[config.mk]
export PLATFORM = sky130hd
export DESIGN_NAME = clk_monitor
export DESIGN_NICKNAME = d
export VERILOG_FILES = /design/src/rtl/clk_mon_pkg.sv /design/src/rtl/clk_monitor_edge_sync.sv /design/src/rtl/clk_monitor.sv
export SDC_FILE = /design/constraint.sdc
export NUM_CORES = 1
export LEC_CHECK = 0
export CORE_ASPECT_RATIO = 0.8
export CORE_MARGIN = 2
export CORE_UTILIZATION = 50
export DETAILED_ROUTE_END_ITERATION = 8
export GPL_ROUTABILITY_DRIVEN = 0
export PLACE_DENSITY_LB_ADDON = 0.1
export SLEW_MARGIN = 10
export SYNTH_ARGS = -nofsm -noshare
export SYNTH_HDL_FRONTEND = slang
export SYNTH_SLANG_ARGS = --single-unit
[constraint.sdc]
create_clock -name clk -period 3.6 [get_ports clk]
set_input_delay 0.36 -clock clk [delete_from_list [all_inputs] [get_ports clk]]
set_output_delay 0.36 -clock clk [all_outputs]
set_load 0.005 [all_outputs]
[src/rtl/clk_mon_pkg.sv]
// Shared types and helpers for the divided-clock monitor.
package clk_mon_pkg;

   // Width of the saturating error counter.
   localparam int ERR_W = 8;

   // Monitor FSM states.
   typedef enum logic [1:0] {
      SEARCH = 2'd0,
      TRACK  = 2'd1,
      LOCKED = 2'd2
   } clk_state_e;

   // Increment that sticks at all-ones instead of wrapping to zero.
   function automatic logic [ERR_W-1:0] sat_inc(input logic [ERR_W-1:0] v);
      return (&v) ? v : v + ERR_W'(1);
   endfunction

endpackage

[src/rtl/clk_monitor_edge_sync.sv]
// Three-flop synchronizer with an any-edge detector on the synchronized level.
// The first two flops resolve metastability; the third holds the previous
// synchronized level so the XOR flags a change one cycle wide.
module edge_sync (
   input  logic i_clk,
   input  logic i_rst_n,
   input  logic i_async,
   output logic o_edge
);

   logic r_s0;
   logic r_s1;
   logic r_s2;

   // Shift the asynchronous level through the synchronizer chain.
   always_ff @(posedge i_clk) begin
      if (!i_rst_n) begin
         r_s0 <= 1'b0;
         r_s1 <= 1'b0;
         r_s2 <= 1'b0;
      end else begin
         r_s0 <= i_async;
         r_s1 <= r_s0;
         r_s2 <= r_s1;
      end
   end

   assign o_edge = r_s1 ^ r_s2;

endmodule

[src/rtl/clk_monitor.sv]
// Divided-clock monitor: measures each half-period of clk_in in clk cycles,
// declares lock after a run of in-tolerance half-periods and reports loss on
// a dead clock (timeout) or an off-frequency half-period.
//
// Handshake note: there is no valid/ready interface here. edge_stb and
// lost_stb are single-cycle strobes with no back-pressure; half_period,
// locked and err_cnt are levels valid every cycle. All FSM-driven outputs
// change on the same clock edge that raises edge_stb for the edge that
// caused them.
module clk_monitor
   import clk_mon_pkg::*;
#(
   parameter int HALF_PERIOD = 10,
   parameter int TOL         = 1,
   parameter int LOCK_COUNT  = 4,
   parameter int TIMEOUT     = 64,
   parameter int CNT_W       = 8
) (
   input  logic             clk,
   input  logic             reset,
   input  logic             clk_in,
   input  logic             clr,
   output logic             edge_stb,
   output logic [CNT_W-1:0] half_period,
   output logic             locked,
   output logic             lost_stb,
   output logic [ERR_W-1:0] err_cnt,
   output clk_state_e       dbg_state
);

   localparam int GOOD_W = $clog2(LOCK_COUNT + 1);

   // Comparison constants one bit wider than the counter so cnt+1 never wraps.
   localparam logic [CNT_W:0]    LP_HP      = (CNT_W+1)'(HALF_PERIOD);
   localparam logic [CNT_W:0]    LP_TOL     = (CNT_W+1)'(TOL);
   localparam logic [CNT_W-1:0]  LP_TO_M1   = CNT_W'(TIMEOUT - 1);
   localparam logic [GOOD_W-1:0] LP_LOCK_M1 = GOOD_W'(LOCK_COUNT - 1);

   logic              w_edge;
   logic [CNT_W:0]    w_meas;
   logic [CNT_W-1:0]  w_meas_sat;
   logic [CNT_W:0]    w_dev;
   logic              w_in_tol;
   logic              w_timeout;

   logic [CNT_W-1:0]  r_cnt;
   logic [CNT_W-1:0]  r_half_period;
   logic              r_edge_stb;
   clk_state_e        r_state;
   logic [GOOD_W-1:0] r_good_cnt;
   logic              r_locked;
   logic              r_lost_stb;
   logic [ERR_W-1:0]  r_err_cnt;

   clk_state_e        w_state_nxt;
   logic [GOOD_W-1:0] w_good_nxt;
   logic              w_err_inc;
   logic              w_lost_nxt;

   edge_sync u_edge_sync (
      .i_clk   (clk),
      .i_rst_n (reset),
      .i_async (clk_in),
      .o_edge  (w_edge)
   );

   // The half-period just ending is cnt+1 cycles long: cnt restarts at zero
   // in the cycle after the previous edge.
   assign w_meas     = {1'b0, r_cnt} + (CNT_W+1)'(1);
   assign w_meas_sat = w_meas[CNT_W] ? {CNT_W{1'b1}} : w_meas[CNT_W-1:0];

   // Absolute deviation from nominal, ordered so the subtraction never wraps.
   assign w_dev    = (w_meas >= LP_HP) ? (w_meas - LP_HP) : (LP_HP - w_meas);
   assign w_in_tol = (w_dev <= LP_TOL);

   // An edge arriving on the timeout cycle wins; it is judged instead.
   assign w_timeout = !w_edge && (r_cnt == LP_TO_M1);

   // Period counter, half-period capture and edge strobe.
   always_ff @(posedge clk) begin
      if (!reset) begin
         r_cnt         <= '0;
         r_half_period <= '0;
         r_edge_stb    <= 1'b0;
      end else begin
         r_edge_stb <= w_edge;
         if (w_edge) begin
            r_half_period <= w_meas_sat;
            r_cnt         <= '0;
         end else if (!(&r_cnt)) begin
            r_cnt <= r_cnt + CNT_W'(1);
         end
      end
   end

   // Next-state logic: SEARCH discards its first edge, TRACK counts good
   // edges towards lock, LOCKED drops out on any bad edge or timeout.
   always_comb begin
      w_state_nxt = r_state;
      w_good_nxt  = r_good_cnt;
      w_err_inc   = 1'b0;
      w_lost_nxt  = 1'b0;
      case (r_state)
         SEARCH: begin
            if (w_edge) begin
               w_state_nxt = TRACK;
               w_good_nxt  = '0;
            end
         end
         TRACK: begin
            if (w_edge) begin
               if (w_in_tol) begin
                  w_good_nxt = r_good_cnt + GOOD_W'(1);
                  if (r_good_cnt == LP_LOCK_M1) begin
                     w_state_nxt = LOCKED;
                  end
               end else begin
                  w_good_nxt = '0;
                  w_err_inc  = 1'b1;
               end
            end else if (w_timeout) begin
               w_state_nxt = SEARCH;
            end
         end
         LOCKED: begin
            if (w_edge) begin
               if (!w_in_tol) begin
                  w_state_nxt = SEARCH;
                  w_err_inc   = 1'b1;
                  w_lost_nxt  = 1'b1;
               end
            end else if (w_timeout) begin
               w_state_nxt = SEARCH;
               w_lost_nxt  = 1'b1;
            end
         end
         default: begin
            w_state_nxt = SEARCH;
            w_good_nxt  = '0;
         end
      endcase
   end

   // State register and FSM-driven outputs, updated alongside edge_stb.
   always_ff @(posedge clk) begin
      if (!reset) begin
         r_state    <= SEARCH;
         r_good_cnt <= '0;
         r_locked   <= 1'b0;
         r_lost_stb <= 1'b0;
      end else begin
         r_state    <= w_state_nxt;
         r_good_cnt <= w_good_nxt;
         r_locked   <= (w_state_nxt == LOCKED);
         r_lost_stb <= w_lost_nxt;
      end
   end

   // Saturating error counter; clear beats a same-cycle increment.
   always_ff @(posedge clk) begin
      if (!reset) begin
         r_err_cnt <= '0;
      end else if (clr) begin
         r_err_cnt <= '0;
      end else if (w_err_inc) begin
         r_err_cnt <= sat_inc(r_err_cnt);
      end
   end

   assign edge_stb    = r_edge_stb;
   assign half_period = r_half_period;
   assign locked      = r_locked;
   assign lost_stb    = r_lost_stb;
   assign err_cnt     = r_err_cnt;
   assign dbg_state   = r_state;

endmodule

Word level (Yosys, flattened, before mapping)
Index checks and enable logic that the tools add are counted.
- $add $sub $neg: 6
- multipliers: 0
- div/mod/pow operators: 0
- $lt $le $gt $ge: 2
- eq/ne operators: 7
- shift operators: 0
- mux-type cells: 19
- bitwise gates (word level): 4
- reduce and logical (&&, ||, !) cells: 11
- operators by type and width (kind ; number):
    8-bit by 1-bit adder with 8-bit output (second input constant) ; 2
    8-bit AND reduction ; 2
    2-bit 2-to-1 mux ; 7
    8-bit by 1-bit adder with 9-bit output (second input constant) ; 1
    9-bit by 4-bit greater-or-equal comparator with 1-bit output (second input constant) ; 1
    9-bit by 1-bit <= comparator with 1-bit output (second input constant) ; 1
    3-bit 2-to-1 mux ; 3
    9-bit 2-to-1 mux ; 1
    3-bit case mux with 3 select lines ; 1
    4-bit by 9-bit subtractor with 9-bit output (first input constant) ; 1
    9-bit by 4-bit subtractor with 9-bit output (second input constant) ; 1
    8-bit by 6-bit equality test with 1-bit output (second input constant) ; 1
    8-bit 2-to-1 mux ; 1
    2-bit case mux with 3 select lines ; 1
    2-bit OR reduction ; 3
    1-bit 2-to-1 mux ; 5
    2-bit equality test (second input constant) ; 2
    2-bit inequality test (second input constant) ; 2
    2-bit AND reduction ; 2
    3-bit by 1-bit adder with 3-bit output (second input constant) ; 1
    3-bit by 2-bit equality test with 1-bit output (second input constant) ; 1
    1-bit inverter ; 3
    3-bit AND reduction ; 1
    2-bit by 1-bit equality test with 1-bit output (second input constant) ; 1
    other kinds (4) ; 4
- bits in registers: 35
- latch bits: 0
- RAM bits: 0
- ROM bits: 0
- input bits: 4
- output and inout port bits: 21
- word-level logic and storage cells: 60
- memories kept: 0

Longest topological paths before layout
Gate-level depths: netlist of the first run.
- word-level depth: 8
- depth in mapped cells: 13
- depth with buffers taken out: 11

Modules after synthesis
From an unflattened synthesis of the first run, not the netlist that was laid out.
- cell total of the unflattened synthesis: 259
- area, all modules: 2249.7 um2
- modules (own cells, without submodules) (module ; instances ; cells each ; area each (um2) ; seq. area each (um2)):
    clk_monitor ; 1 ; 252 ; 2160.8 ; 640.6
    edge_sync ; 1 ; 7 ; 88.8 ; 60.1

Worst setup path after synthesis of the first run
Ideal clock, no wire load.
- path kind: reg-to-reg
- start: reg r_cnt[0]
- end: reg r_err_cnt[4], in the netlist err_cnt[4]
- setup time: 0.121 ns
- data arrival time: 2.811 ns
- data required time: 3.479 ns
- slack: 0.668 ns
- stages on the path, launching flop included: 14
- cell sequence: dfxtp_1 clkbuf_8 inv_1 ha_1 inv_1 ha_1 o21a_1 o22ai_1 xor2_1 and4b_4 o221a_1 buf_6 nor4_1 mux2_2
- word-level cells in the longest chain between the ends: 8
- RTL lines (what ; RTL line ; text):
    start, declared ; clk_monitor.sv:46 ; logic [CNT_W-1:0] r_cnt;
    start signal, assigned ; clk_monitor.sv:91 ; r_cnt <= r_cnt + CNT_W'(1);
    8-bit by 1-bit adder with 9-bit output (*) ; clk_monitor.sv:69 ; assign w_meas = {1'b0, r_cnt} + (CNT_W+1)'(1);
    via w_meas[0] ; clk_monitor.sv:40 ; logic [CNT_W:0] w_meas;
    4-bit by 9-bit subtractor with 9-bit output, or another cell as far along ; clk_monitor.sv:73 ; assign w_dev = (w_meas >= LP_HP) ? (w_meas - LP_HP) : (LP_HP - w_meas);
    9-bit 2-to-1 mux (*) ; clk_monitor.sv:73 ;
    9-bit by 1-bit <= comparator with 1-bit output (*) ; clk_monitor.sv:74 ; assign w_in_tol = (w_dev <= LP_TOL);
    1-bit 2-to-1 mux (*) ; clk_monitor.sv:112, clk_monitor.sv:127 ;
    1-bit 2-to-1 mux (*) ; clk_monitor.sv:126 ; if (w_edge) begin
    1-bit 2-to-1 mux (*) ; n/a ;
    2-bit AND reduction (no line) (*) ; n/a ;
    end signal, assigned ; clk_monitor.sv:166 ; r_err_cnt <= sat_inc(r_err_cnt);
    end, declared ; clk_monitor.sv:53 ; logic [ERR_W-1:0] r_err_cnt;
Mark *: on every way through the listed nets, which the timed path passes. The rest lies on a longest branch.
A chain may end at the register's enable or synchronous reset.

Worst setup path in the final report of the first run
- start: reg r_cnt[0]
- end: reg r_locked, in the netlist locked
- word-level cells in the longest chain between the ends: 8
- RTL lines (what ; RTL line ; text):
    8-bit by 1-bit adder with 9-bit output ; clk_monitor.sv:69 ;
    4-bit by 9-bit subtractor with 9-bit output, or another cell as far along ; clk_monitor.sv:73 ;
    9-bit 2-to-1 mux ; clk_monitor.sv:73 ;
    9-bit by 1-bit <= comparator with 1-bit output ; clk_monitor.sv:74 ;
    2-bit 2-to-1 mux, on equally long branches ; clk_monitor.sv:127, clk_monitor.sv:112 ;
    2-bit 2-to-1 mux, on equally long branches ; clk_monitor.sv:126, clk_monitor.sv:111 ;
    2-bit case mux with 3 select lines (*) ; clk_monitor.sv:103 ; case (r_state)
    2-bit equality test (*) ; clk_monitor.sv:154 ; r_locked <= (w_state_nxt == LOCKED);
    end signal, assigned ; clk_monitor.sv:154 ;
    end, declared ; clk_monitor.sv:51 ; logic r_locked;
Every way passes the cells marked *; elsewhere a longest branch is shown, timed or not.

==> out/qor.csv, run 1 <==
stage,metric,value,unit
run_status,outcome,completed,
cells_and_area,Inserted Diodes,0,
pwr,Int Pwr,0.628,mW
synth,Syn Area/Cell,8.67,um^2
route,post-route ant nets,0,
route,wire per inst,14.2,um
pwr,Pleak,0.998,nW
route,DRT Pass-1 Iters,4,
global_route,GRT Resource Usage Total,0.219,
cells_and_area,final net count,293,
worst_hold_path,hold path cells,1,
worst_hold_path,Worst Hold Path EP,u_edge_sync.r_s1$_SDFF_PN0_,
clocking,cts hold-fix bufs,0,
sta,final slew viol count,0,
floorplan,Initial Util,0.517,
worst_setup_path,reg2reg end,locked$_SDFF_PN0_,
worst_setup_path,crit path kind,reg2reg,
cells_and_area,P&R area growth vs syn,16.8,%
pwr,clock power share,0.350,
global_route,vias in the first global route,1837,
sta,final setup vio count,0,
clocking,TritonCTS clock tree,built,
sta,crit share post-route,0.894,
global_route,antenna violations before repair,0,
sta,unrepaired setup endpoints after global routing,false,
worst_setup_path,CP required,3770,ps
synth,Ys Warns,0,
worst_hold_path,Hold Path Origin,u_edge_sync.r_s0$_SDFF_PN0_,
clocking,Post-CTS Repair Setup Buffers,0,
pwr,overall power,0.882,mW
synth,async set-reset flop share out of synthesis,0,
placed_design,IO buf count,24,
global_route,largest net degree at the start of global routing,21,
clocking,CTS Root Cell,clkbuf_8,
cells_and_area,fraction of layout cells with a size suffix above 1,0.105,
floorplan,IO Count,25,
cells_and_area,final instance area,2520,um^2
synth,ys flop type,dfxtp_1,
synth,Synth Register Bits,35,
worst_setup_path,worst-path fanout max,7,
clocking,clk slew on worst S/H paths,80,ps
floorplan,core box area,4180,um^2
global_route,Overflow after GRT,0,
pwr,Worst IR Drop VDD,0.277,mV
route,vias,1915,
route,final wirelength,4740,um
sta,Final Hold Viols,0,
clocking,clock buffer depth,2,
placed_design,Post-DP HPWL,3530,um
route,DRC violations left,0,
sta,setup TNS,0,ps
route,vias per std cell,5.75,
clocking,Clock Sinks,35,
route,initial detailed-routing violation count,105,
synth,Mapped Nets,267,
global_route,first-pass GRT wire length,8560,um
sta,Max Clk Rate,311,MHz
sta,Setup Skew,9.44,ps
pwr,Net Switching,0.254,mW
synth,Mapped Cells,249,
synth,Netlist cell types,56,
sta,worst slew pin tran,604,ps
worst_setup_path,r2r setup slk,380,ps
worst_hold_path,Min-Delay Path Class,reg2reg,
pwr,pwr dens,350,nW/um^2
synth,mapped cell area,2160,um^2
sta,Relative slew margins,0.594,
floorplan,Die Ht,62.8,um
pwr,sequential power share,0.463,
pwr,logic gate share of total power,0.187,
sta,Period minus WS final,3220,ps
clocking,worst skew pair latency,290,ps
floorplan,die width,77.5,um
worst_setup_path,crit end category,flip-flop,
placed_design,Placed Area,2420,um^2
synth,"EDFF count, synth",0,
floorplan,die area,4860,um^2
worst_setup_path,Critical Path Source Type,flip-flop,
floorplan,# rows,21,
worst_setup_path,FF-to-FF Start,r_cnt[0]$_SDFFE_PP0N_,
worst_setup_path,FF-to-FF path depth,9,
clocking,Num CTS Buffers,5,
clocking,post_cts resized,0,
synth,post-synthesis sequential area ratio,0.325,
run,max-cap check violation count,0,
pwr,Sw Ratio,0.288,
clocking,htree depth,2,
worst_setup_path,Critical Path AT,3390,ps
## power by group through the flow
stage / registers (mW) / logic [mW] / clock network (mW)
2_1_floorplan: 0.416 / 0.126 / 0
3_3_place_gp: 0.416 / 0.164 / 0
3_5_place_dp: 0.417 / 0.164 / 0
4_1_cts: 0.408 / 0.165 / 0.319
5_1_grt: 0.410 / 0.185 / 0.338
6_report: 0.408 / 0.165 / 0.309
## worst max-delay path, stage by stage, from the launching register on
cell	delay, ps
dfxtp_1	370
ha_1	310
xnor2_2	390
ha_1	280
a21oi_1	80
nand4bb_4	220
a2111oi_2	480
o21ai_0	270
o31a_1	360
o311a_1	350
## how the worst max path moves through the flow
stage	start	end	slack (ps)	cells after the start
final	r_cnt[0]$_SDFFE_PP0N_	locked$_SDFF_PN0_	380	9
after global routing	r_cnt[0]$_SDFFE_PP0N_	err_cnt[6]$_SDFFE_PP0P_	140	9
after CTS	r_cnt[0]$_SDFFE_PP0N_	locked$_SDFF_PN0_	420	9
after detailed placement	r_cnt[0]$_SDFFE_PP0N_	err_cnt[4]$_SDFFE_PP0P_	410	9
after global placement	r_cnt[0]$_SDFFE_PP0N_	err_cnt[4]$_SDFFE_PP0P_	510	11
after floorplan	r_cnt[0]$_SDFFE_PP0N_	err_cnt[4]$_SDFFE_PP0P_	670	13
## cell type report
type	instances	area, um^2
Clock buffer	6	82.6
Multi-Input combinational cell	192	1330
Fill cell	379	1660
Timing Repair Buffer	29	278
Clock inverter	2	16.3
Sequential cell	35	701
Inverter	12	45.0
Tap cell	57	71.3
## routing by layer
metal	vias up	global-route usage	routed length, um
li1	950	-	-
met1	894	0.313	2400
met2	62	0.318	1940
met3	9	0.0491	315
met4	0	0.0915	78
met5	-	0	0
## per-stage QoR
step                hold slack [ps]  setup WS (ps)  cells   util
finish                          446            381    333  0.603
global route                    480            145    333  0.603
CTS                             450            423    333  0.603
detailed placement              433            412    325  0.580
global placement                433            513    325  0.580
floorplan                       412            668    249      -
## flip-flops by register name, summed over array words and instances (netlist names), 2 cells and up
name / flops
r_cnt: 8
err_cnt: 8
dbg_state: 2
r_good_cnt: 3
half_period: 8
## placed cells by master (no fill, tap or decap), types with 2 or more instances in the layout
| cell | synthesis | routed |
|---|---|---|
| o32ai_1 | 2 | 2 |
| or2_2 | 3 | 3 |
| o211ai_1 | 3 | 3 |
| and3_1 | 6 | 6 |
| xor2_1 | 5 | 5 |
| a21boi_1 | 2 | 2 |
| inv_1 | 12 | 12 |
| and3_2 | 2 | 2 |
| nor2_1 | 18 | 18 |
| nand3_1 | 13 | 13 |
| nand2b_1 | 5 | 5 |
| a21boi_0 | 2 | 2 |
| clkbuf_8 | 2 | 6 |
| nor4_1 | 3 | 3 |
| or4_1 | 4 | 4 |
| o41ai_1 | 2 | 2 |
| mux2i_1 | 3 | 3 |
| nand4_1 | 2 | 2 |
| dfxtp_1 | 35 | 35 |
| ha_1 | 14 | 14 |
| o22ai_1 | 2 | 2 |
| o31ai_1 | 3 | 3 |
| o211a_1 | 6 | 6 |
| o21ai_0 | 11 | 11 |
| clkdlybuf4s50_1 | 0 | 24 |
| and2_1 | 8 | 8 |
| nor2b_1 | 2 | 2 |
| xnor2_1 | 5 | 5 |
| nand2_1 | 26 | 26 |
| buf_4 | 1 | 5 |
| mux2_2 | 2 | 2 |
| a21oi_1 | 11 | 11 |
| nor3_1 | 6 | 6 |
## logic make-up (layout without fill, tap and decap cells)
logic type / after synthesis / in the layout / synth area share
AO/OA/AOI/OAI: 58 / 58 / 0.201
multiplexers: 5 / 5 / 0.0243
buffers and inverters: 22 / 49 / 0.0603
adder cells (fa/ha/maj): 14 / 14 / 0.0812
flip-flops: 35 / 35 / 0.325
XOR/XNOR: 11 / 11 / 0.0481
AND/OR/NAND/NOR: 104 / 104 / 0.260
## cells in the mapped netlist (3+ instances only)
cell type / count / share of area
xnor2_1: 5 / 0.020
xor2_1: 5 / 0.020
o21ai_0: 11 / 0.026
ha_1: 14 / 0.081
o211ai_1: 3 / 0.010
dfxtp_1: 35 / 0.32
nand2_1: 26 / 0.045
inv_1: 12 / 0.021
nand2b_1: 5 / 0.014
o31ai_1: 3 / 0.010
mux2i_1: 3 / 0.014
nand3_1: 13 / 0.030
o211a_1: 6 / 0.028
or4_1: 4 / 0.014
or2_2: 3 / 0.0087
clkbuf_1: 3 / 0.0052
a21oi_1: 11 / 0.026
buf_6: 3 / 0.016
and3_1: 6 / 0.017
nor4_1: 3 / 0.0087
nor2_1: 18 / 0.031
and2_1: 8 / 0.023
nor3_1: 6 / 0.014
No activity file was read; power rests on OpenSTA's default activity.
==> inputs of run 2 (changes only) <==
--- a/config.mk
+++ b/config.mk
@@ -7,10 +7,12 @@
 export LEC_CHECK = 0
 export CORE_ASPECT_RATIO = 0.8
 export CORE_MARGIN = 2
-export CORE_UTILIZATION = 50
+export CORE_UTILIZATION = 55
 export DETAILED_ROUTE_END_ITERATION = 8
+export DONT_BUFFER_PORTS = 1
 export GPL_ROUTABILITY_DRIVEN = 0
 export PLACE_DENSITY_LB_ADDON = 0.1
+export SKIP_LAST_GASP = 1
 export SLEW_MARGIN = 10
 export SYNTH_ARGS = -nofsm -noshare
 export SYNTH_HDL_FRONTEND = slang
==> run 2 against run 1 <==
Final area shrank 9.9%. Global-route usage is 0.12 points higher. Flip-flop and latch count unchanged. Worst hold slack worse by 250 ps. Critical endpoint unchanged. Final cell count is 8.1% lower. First-iteration DRC count is 17% lower.
==> out/qor.csv, run 2 (same netlist as run 1, synthesis figures left out) <==
stage,metric,value,unit,change
worst_setup_path,critical path's slowest cell,a2111oi_2,,
global_route,antenna violations before repair,0,,unchanged
global_route,vias in the first global route,1567,,-15%
floorplan,core box area,3780,um^2,-9.6%
worst_setup_path,most frequent CP cell,ha_1,,
sta,final slew viol count,0,,unchanged
sta,Max Clk Rate,310,MHz,about the same
global_route,largest net degree at the start of global routing,21,,unchanged
worst_setup_path,critical path cell sequence,ha_1 -> xnor2_2 -> ha_1 -> a21oi_1 -> nand4bb_4 -> a2111oi_2 -> o21ai_0 -> o31a_1 -> o311a_1,,
sta,unrepaired setup endpoints after global routing,false,,
worst_setup_path,crit path kind,reg2reg,,
clocking,CTS Root Cell,clkbuf_8,,
sta,final setup vio count,0,,unchanged
worst_setup_path,crit end category,flip-flop,,
worst_setup_path,worst-path fanout max,7,,unchanged
sta,Final Hold Viols,0,,unchanged
cells_and_area,Sequential Area,701,um^2,unchanged
pwr,overall power,0.857,mW,-2.8%
floorplan,# rows,20,,-4.8%
sta,WHS,199,ps,-247 ps
clocking,TritonCTS clock tree,built,,
route,DRC violations left,0,,unchanged
cells_and_area,fraction of layout cells with a size suffix above 1,0.112,,+0.00648
clocking,clk slew on worst S/H paths,70,ps,about the same
cells_and_area,"most common cell after layout, fill and taps aside",dfxtp_1,,
cells_and_area,final net count,268,,-8.5%
clocking,Clock Sinks,35,,unchanged
pwr,pwr dens,377,nW/um^2,+7.9%
clocking,htree depth,2,,unchanged
sta,setup TNS,0,ps,unchanged
clocking,post_cts resized,0,,unchanged
cells_and_area,area of the multi-input gates,1330,um^2,unchanged
floorplan,Die Ht,60.0,um,-4.4%
floorplan,IO Count,25,,unchanged
global_route,Overflow after GRT,0,,unchanged
worst_setup_path,CP required,3780,ps,about the same
route,vias per std cell,5.80,,+0.81%
clocking,clock buffer depth,2,,unchanged
global_route,first-pass GRT wire length,7420,um,-13%
route,final wirelength,4450,um,-6.2%
sta,worst slew pin tran,550,ps,-53.4 ps
sta,Setup Skew,4.99,ps,-4.45 ps
cells_and_area,Inserted Diodes,0,,unchanged
route,vias,1774,,-7.4%
cells_and_area,Final Util,0.601,,-0.00248
pwr,Pleak,0.909,nW,-8.9%
worst_setup_path,Critical Path Source Type,flip-flop,,
run,max-cap check violation count,0,,unchanged
floorplan,Initial Util,0.571,,+0.0546
global_route,GRT Resource Usage Total,0.220,,+0.00122
worst_hold_path,Min-Delay Path Class,in2reg,,
sta,post-layout worst setup margin,378,ps,-2.69 ps
run_status,outcome,completed,,
clocking,cts hold-fix bufs,0,,unchanged
route,DRT Pass-1 Iters,4,,unchanged
worst_setup_path,Critical Path AT,3400,ps,about the same
clocking,worst skew pair latency,280,ps,about the same
route,post-route ant nets,0,,unchanged
route,wire per inst,14.5,um,+2.1%
cells_and_area,most frequent cells in the layout,"dfxtp_1, nand2_1, nor2_1, ha_1, nand3_1",,
pwr,Worst IR Drop VDD,0.278,mV,+0.32%
sta,crit share post-route,0.895,,about the same
placed_design,dpl ws,406,ps,-5.57 ps
placed_design,Post-DP HPWL,3400,um,-3.6%
worst_setup_path,max incr delay on CP,500,ps,+20 ps
cells_and_area,P&R area growth vs syn,5.22,%,
floorplan,die area,4440,um^2,-8.6%
sta,Relative slew margins,0.630,,+0.0359
clocking,Post-CTS Repair Setup Buffers,0,,unchanged
cells_and_area,FILL cells,339,,-11%
floorplan,die width,74.0,um,-4.4%
clocking,Num CTS Buffers,5,,unchanged
placed_design,IO buf count,0,,-100%
sta,Period minus WS final,3220,ps,+2.69 ps
route,initial detailed-routing violation count,87,,-17%
[run 2: cell count changes in the layout (fill, tap and decap cells not counted), sizes merged]
cell           before  now
clkdlybuf4s50      24    0
buf                 5    4
[run 2: power breakdown]
| part | switching (mW) | internal [mW] | leakage, nW |
|---|---|---|---|
| Sequential | 0.0118 | 0.398 | 0.284 |
| Combinational | 0.0845 | 0.0608 | 0.578 |
| Clock | 0.146 | 0.156 | 0.0474 |
[run 2: path summary, 6_finish.rpt]
path                                                   from                          end  slack (ps)  cells past startpoint
worst min-delay path                                 clk_in  u_edge_sync.r_s0$_SDFF_PN0_         200                      1
worst max register to register        r_cnt[0]$_SDFFE_PP0N_            locked$_SDFF_PN0_         380                      9
worst min register to register  u_edge_sync.r_s0$_SDFF_PN0_  u_edge_sync.r_s1$_SDFF_PN0_         440                      1
worst max-delay path                  r_cnt[0]$_SDFFE_PP0N_            locked$_SDFF_PN0_         380                      9
[run 2: critical path, delay by kind of cell (launching register included)]
kind                     cells  cell delay [ps]
flip-flops                   1              370
XOR/XNOR                     1              390
AND/OR/NAND/NOR              1              210
AO/OA/AOI/OAI                5             1550
adder cells (fa/ha/maj)      2              590
[run 2: final cells by class]
type                            count  share of cell area
Multi-Input combinational cell    192               0.585
Sequential cell                    35               0.309
Clock buffer                        6              0.0364
Tap cell                           55              0.0303
Inverter                           12              0.0198
Timing Repair Buffer                4              0.0132
Clock inverter                      2             0.00716
[run 2: metrics by stage]
stage / instance area (um^2) / cells
final: 2270 / 306
after global routing: 2270 / 306
after CTS: 2270 / 306
after detailed placement: 2170 / 298
after global placement: 2170 / 298
after floorplan: 2160 / 249
[run 2: metal layers]
metal  GRT usage  part of all wire  up-vias  wire [um]
li1            -                 -      899          -
met1       0.328              0.51      825       2290
met2       0.306              0.41       44       1810
met3      0.0573             0.067        6        299
met4      0.0727             0.011        0         49
met5           0                 0        -          0
